--- src/rtl/cxl_inval_dispatcher.sv ---
// cxl_inval_dispatcher: queues CXL.cache invalidation commands, fans each one
// out to its target agents, gathers acks (with a timeout) and returns one
// in-order completion per command. One command in flight at a time.
module cxl_inval_dispatcher #(
  parameter int unsigned ADDR_WIDTH     = 64,
  parameter int unsigned NUM_SHARERS    = 4,
  parameter int unsigned FIFO_DEPTH     = 8,
  parameter int unsigned TIMEOUT_CYCLES = 1024
) (
  input  logic                          clk,
  input  logic                          rst,
  input  logic                          in_valid,
  output logic                          in_ready,
  input  logic [ADDR_WIDTH-1:0]         in_addr,
  input  logic [1:0]                    in_type,
  input  logic [NUM_SHARERS-1:0]        in_sharers,
  output logic [NUM_SHARERS-1:0]        snp_valid,
  input  logic [NUM_SHARERS-1:0]        snp_ready,
  output logic [ADDR_WIDTH-1:0]         snp_addr,
  output logic [1:0]                    snp_type,
  input  logic [NUM_SHARERS-1:0]        ack_valid,
  output logic                          done_valid,
  input  logic                          done_ready,
  output logic [ADDR_WIDTH-1:0]         done_addr,
  output logic [NUM_SHARERS-1:0]        done_acked,
  output logic                          done_timeout,
  output logic [$clog2(FIFO_DEPTH):0]   fifo_count,
  output logic [31:0]                   ops_count,
  output logic [31:0]                   timeout_count
);

  localparam int unsigned PW = $clog2(FIFO_DEPTH);
  localparam int unsigned CW = PW + 1;
  localparam int unsigned TW = $clog2(TIMEOUT_CYCLES);

  typedef struct packed {
    logic [ADDR_WIDTH-1:0]  addr;
    logic [1:0]             typ;
    logic [NUM_SHARERS-1:0] sharers;
  } cmd_t;

  typedef enum logic [1:0] {IDLE, ISSUE, WAIT_ACK, DONE} state_t;

  cmd_t                   mem [FIFO_DEPTH];
  logic [PW-1:0]          wr_ptr, rd_ptr;
  logic [CW-1:0]          count_nxt;
  logic                   push, pop;
  cmd_t                   head;

  state_t                 state, state_nxt;
  logic [ADDR_WIDTH-1:0]  cur_addr, cur_addr_nxt;
  logic [1:0]             cur_type, cur_type_nxt;
  logic [NUM_SHARERS-1:0] target, target_nxt;
  logic [NUM_SHARERS-1:0] issue_pend, issue_pend_nxt;
  logic [NUM_SHARERS-1:0] ack_got, ack_got_nxt;
  logic [NUM_SHARERS-1:0] ack_now;
  logic [TW-1:0]          timer, timer_nxt;
  logic                   done_valid_nxt, done_timeout_nxt;
  logic [31:0]            ops_nxt, timeouts_nxt;

  assign push       = in_valid && in_ready;
  assign head       = mem[rd_ptr];
  assign ack_now    = ack_valid & target;
  assign snp_valid  = issue_pend;
  assign snp_addr   = cur_addr;
  assign snp_type   = cur_type;
  assign done_addr  = cur_addr;
  assign done_acked = ack_got;

  // Queue storage: payload only, no reset needed.
  always_ff @(posedge clk) begin
    if (push) mem[wr_ptr] <= '{addr: in_addr, typ: in_type, sharers: in_sharers};
  end

  // Next occupancy from push/pop.
  always_comb begin
    count_nxt = fifo_count;
    if (push && !pop)      count_nxt = fifo_count + CW'(1);
    else if (!push && pop) count_nxt = fifo_count - CW'(1);
  end

  // Queue pointers, count and registered ready.
  always_ff @(posedge clk or posedge rst) begin
    if (rst) begin
      wr_ptr     <= '0;
      rd_ptr     <= '0;
      fifo_count <= '0;
      in_ready   <= 1'b1;
    end else begin
      if (push) wr_ptr <= wr_ptr + PW'(1);
      if (pop)  rd_ptr <= rd_ptr + PW'(1);
      fifo_count <= count_nxt;
      in_ready   <= (count_nxt < CW'(FIFO_DEPTH));
    end
  end

  // Command FSM: next state and next values of all command/completion registers.
  always_comb begin
    state_nxt        = state;
    cur_addr_nxt     = cur_addr;
    cur_type_nxt     = cur_type;
    target_nxt       = target;
    issue_pend_nxt   = issue_pend;
    ack_got_nxt      = ack_got;
    timer_nxt        = timer;
    done_valid_nxt   = done_valid;
    done_timeout_nxt = done_timeout;
    ops_nxt          = ops_count;
    timeouts_nxt     = timeout_count;
    pop              = 1'b0;
    case (state)
      IDLE: begin
        if (fifo_count != '0) begin
          pop              = 1'b1;
          cur_addr_nxt     = head.addr;
          cur_type_nxt     = (head.typ == 2'd3) ? 2'd0 : head.typ;
          target_nxt       = head.sharers;
          issue_pend_nxt   = head.sharers;
          ack_got_nxt      = '0;
          timer_nxt        = '0;
          done_timeout_nxt = 1'b0;
          if (head.sharers == '0) begin
            state_nxt      = DONE;
            done_valid_nxt = 1'b1;
          end else begin
            state_nxt      = ISSUE;
          end
        end
      end
      ISSUE: begin
        ack_got_nxt    = ack_got | ack_now;
        issue_pend_nxt = issue_pend & ~snp_ready;
        if (issue_pend_nxt == '0) begin
          if (ack_got_nxt == target) begin
            state_nxt      = DONE;
            done_valid_nxt = 1'b1;
          end else begin
            state_nxt      = WAIT_ACK;
          end
        end
      end
      WAIT_ACK: begin
        ack_got_nxt = ack_got | ack_now;
        timer_nxt   = timer + TW'(1);
        if (ack_got_nxt == target) begin
          state_nxt        = DONE;
          done_valid_nxt   = 1'b1;
          done_timeout_nxt = 1'b0;
        end else if (timer == TW'(TIMEOUT_CYCLES - 1)) begin
          state_nxt        = DONE;
          done_valid_nxt   = 1'b1;
          done_timeout_nxt = 1'b1;
        end
      end
      DONE: begin
        if (done_ready) begin
          state_nxt      = IDLE;
          done_valid_nxt = 1'b0;
          if (ops_count != '1) ops_nxt = ops_count + 32'd1;
          if (done_timeout && (timeout_count != '1)) timeouts_nxt = timeout_count + 32'd1;
        end
      end
      default: state_nxt = IDLE;
    endcase
  end

  // Command FSM state and registered outputs.
  always_ff @(posedge clk or posedge rst) begin
    if (rst) begin
      state         <= IDLE;
      cur_addr      <= '0;
      cur_type      <= '0;
      target        <= '0;
      issue_pend    <= '0;
      ack_got       <= '0;
      timer         <= '0;
      done_valid    <= 1'b0;
      done_timeout  <= 1'b0;
      ops_count     <= '0;
      timeout_count <= '0;
    end else begin
      state         <= state_nxt;
      cur_addr      <= cur_addr_nxt;
      cur_type      <= cur_type_nxt;
      target        <= target_nxt;
      issue_pend    <= issue_pend_nxt;
      ack_got       <= ack_got_nxt;
      timer         <= timer_nxt;
      done_valid    <= done_valid_nxt;
      done_timeout  <= done_timeout_nxt;
      ops_count     <= ops_nxt;
      timeout_count <= timeouts_nxt;
    end
  end

endmodule

--- config.mk ---
export PLATFORM = sky130hd
export DESIGN_NAME = cxl_inval_dispatcher
export DESIGN_NICKNAME = d
export VERILOG_FILES = /design/src/rtl/cxl_inval_dispatcher.sv
export SDC_FILE = /design/constraint.sdc
export NUM_CORES = 1
export LEC_CHECK = 0
export CAP_MARGIN = 10
export CORE_UTILIZATION = 45
export CTS_CLUSTER_SIZE = 10
export DETAILED_ROUTE_END_ITERATION = 8
export GPL_TIMING_DRIVEN = 0
export PLACE_DENSITY = 0.65
export RECOVER_POWER = 100
export SYNTH_ARGS = -nofsm -noshare
export SYNTH_HDL_FRONTEND = slang
export SYNTH_SLANG_ARGS = --single-unit
export TNS_END_PERCENT = 1
--- constraint.sdc ---
create_clock -name clk -period 18.4 [get_ports clk]
set_clock_uncertainty 0.05 [all_clocks]
set_input_delay 4.6 -clock clk [delete_from_list [all_inputs] [get_ports clk]]
set_output_delay 4.6 -clock clk [all_outputs]
set_load 0.01 [all_outputs]
==> out/results.tsv <==
metric	value	unit
Avg Inst Size Synth	18.1	µm²
placed insts	2785	
minimum clock period	8980	ps
Layout Cells excl Fill	2945	
number of synthesized flops with an enable pin	560	
cells on worst reg2reg path	6	
failing checks	capacitance limit, slew limit	
Placer Congestion	0.857	
gr busiest metal	met2	
first-pass GRT wire length	98400	µm
FF-to-FF End	mem[7][27]$_DFFE_PP_	
Pwr Density	107	nW/µm²
maximum number of pins on one net before global-route repair	119	
Final setup violation count	0	
critical path data arrival time	9160	ps
NetSw	0.858	mW
Lkg Pwr	12.9	nW
Root Driver	clkbuf_16	
Syn Nets	1687	
Synth warnings	0	
post-cts gate resize count	0	
GRT Residual Overflow	0	
number of buffers created by CTS	84	
Max stage delay on crit path	1220	ps
H-Tree Depth	3	
dominant synthesized flop cell	edfxtp_1	
Die Ht	255	µm
most common cell after layout, fill and taps aside	edfxtp_1	
hold-fix buffers at CTS	0	
share of flip-flops with an asynchronous set or reset	23.0	%
Final ANT Viol Nets	0	
Max Slew Vio Count	192	
CTS tree	done	
share of power burned in registers	52.8	%
Rows	92	
met1 Usage GRT	27.0	%
core area	63100	µm²
r2r startpoint	in_ready$_DFF_PP1_	
Slew @ Worst Pin	2620	ps
average wire per cell in the routed design	22.2	µm
Int Power	2.93	mW
Port Buffers	290	
crit path cell chain	dlygate4sd3_1, nand2_1, inv_1, nand2_1, nor2_1, clkbuf_1, clkbuf_1	
critical path class	input pin to flop	
clock slew at reported path FFs	50	ps
Final period util	48.8	%
total number of vias	15817	
Final nets	2122	
Via-to-Cell Ratio	5.37	
Hold Crit Class	flop to flop	
Synth cell types	62	
setup TNS	0	ps
status	complete, but fails checks	
met3 Use GR	4.33	%
DRC	0	
gr usage total	20.5	%
final hold slack	412	ps
TritonRoute pass-1 iters	5	
hold path start	snp_type[1]$_DFFE_PP0P_	
Worst EP required	18580	ps
die area	64900	µm²
Synth Instances	1590	
register area share after synthesis	73.0	%
Final WS setup	9420	ps
DP Area	33500	µm²
Initial DRC Count	1070	
switch share	22.6	%
filler instances	4942	
VDD IR max	68.0	µV
Starting Density	45.6	%
pre-CTS WS	10830	ps
post-route cell area	35500	µm²
hold endpoint	snp_type[1]$_DFFE_PP0P_	
initial antenna violation count	21	
Worst setup SP type	input pin	
GR Util met2	34.8	%
power share of the clock group	40.2	%
total wire length	65400	µm
num ports	291	
mapped cell area	28800	µm²
hpwl dp	44300	µm
Worst R2R Setup Slack	13410	ps
Slew HR	-75.4	%
achievable frequency	0.111	GHz
Layout area overhead	23.4	%
Max-Cap Viols	10	
Clk Latency, worst-skew pair	630	ps
Gate power share	7.0	%
share of layout cells above drive strength 1	15.4	%
commonest cells after routing, fill and taps aside	560 x edfxtp_1, 290 x dlygate4sd3_1, 166 x dfrtp_1	
Hold Vio Cnt, Final	0	
vias in the first global route	16080	
maximum root-to-sink buffer count	3	
Die W	255	µm
hold depth	2	
CP endpoint kind	flop	
Crit-path slowest cell	nor2_1	
register bit count reported by yosys	727	
setup bufs post-CTS	0	
RSZ-0062 raised after global routing	no	
CTS Sinks	727	
worst-path fanout max	19	
==> cell usage after synthesis (all sizes together) (25+ instances only) <==
| master | count | area, µm² |
|---|---|---|
| nand3 | 25 | 125 |
| nor2 | 32 | 120 |
| nand4 | 29 | 181 |
| buf | 91 | 619 |
| dfrtp | 166 | 4150 |
| nand2 | 111 | 417 |
| mux4 | 140 | 3150 |
| clkbuf | 35 | 131 |
| xnor2 | 41 | 359 |
| edfxtp | 560 | 16800 |
| o21ai | 83 | 415 |
| mux2i | 72 | 746 |
| xor2 | 29 | 254 |
==> state kept, by name, summed over array words and instances, names as in the netlist <==
name and cells:
done_valid 1, in_ready 1, snp_type 2, done_timeout 1, target 4, snp_valid 4, done_acked 4, mem 560
timeout_count 32, timer 10, fifo_count 4, state 2, done_addr 64, wr_ptr 3, ops_count 32, rd_ptr 3
==> cell families (layout without fill, tap and decap cells) <==
kind of cell,after synthesis,in the layout,share of synthesized area [%]
adder cells (fa/ha/maj),15,15,0.652
flip-flops,727,727,73.0
AO/OA/AOI/OAI,127,127,2.56
XOR/XNOR,70,70,2.13
multiplexers,217,217,13.7
buffers and inverters,147,652,2.88
other,0,4,0
AND/OR/NAND/NOR,287,287,5.04
==> through the flow <==
stage / utilization [%] / total power, mW
detailed placement: 53.1 / 2.36
global route: 56.3 / 3.93
CTS: 57.1 / 3.89
finish: 56.3 / 3.79
global placement: 51.9 / 2.34
floorplan: - / 2.18
==> layer usage <==
metal / up-vias / routed length [µm]
met1: 8146 / 27200
met4: 18 / 1120
met5: - / 114
met2: 475 / 33000
li1: 7061 / -
met3: 117 / 3890
==> power groups by stage <==
stage / Clock [mW] / Combinational [mW] / Sequential, mW
after floorplan: 0 / 0.141 / 2.04
after global placement: 0 / 0.258 / 2.08
after detailed placement: 0 / 0.330 / 2.03
after CTS: 1.56 / 0.332 / 2.00
after global routing: 1.62 / 0.291 / 2.01
final: 1.52 / 0.267 / 2.00
==> critical path, delay by kind of cell <==
kind | cells | cell delay (ps)
buffers and inverters | 4 | 2980
AND/OR/NAND/NOR | 3 | 1550
==> how the worst max path moves through the flow <==
| stage | start | endpoint | slack, ps | cells past startpoint |
|---|---|---|---|---|
| after floorplan | in_valid | mem[0][0]$_DFFE_PP_ | 6270 | 2 |
| after global placement | in_valid | mem[0][34]$_DFFE_PP_ | -1770 | 3 |
| after detailed placement | in_valid | mem[2][34]$_DFFE_PP_ | 10830 | 8 |
| after CTS | in_valid | mem[2][45]$_DFFE_PP_ | 11500 | 8 |
| after global routing | in_valid | mem[7][27]$_DFFE_PP_ | 9070 | 7 |
| final | in_valid | mem[7][27]$_DFFE_PP_ | 9420 | 7 |
==> area by class of cell <==
class / instances / area [µm²] / area share (%)
Tap cell: 846 / 1060 / 2.98
Multi-Input combinational cell: 716 / 6940 / 19.5
Buffer: 126 / 751 / 2.11
Clock inverter: 7 / 118 / 0.331
Sequential cell: 727 / 21000 / 59.1
Antenna cell: 4 / 10.0 / 0.0282
Inverter: 21 / 80.1 / 0.226
Clock buffer: 149 / 2410 / 6.78
Timing Repair Buffer: 349 / 3150 / 8.87
(Power assumes the default switching activity.)
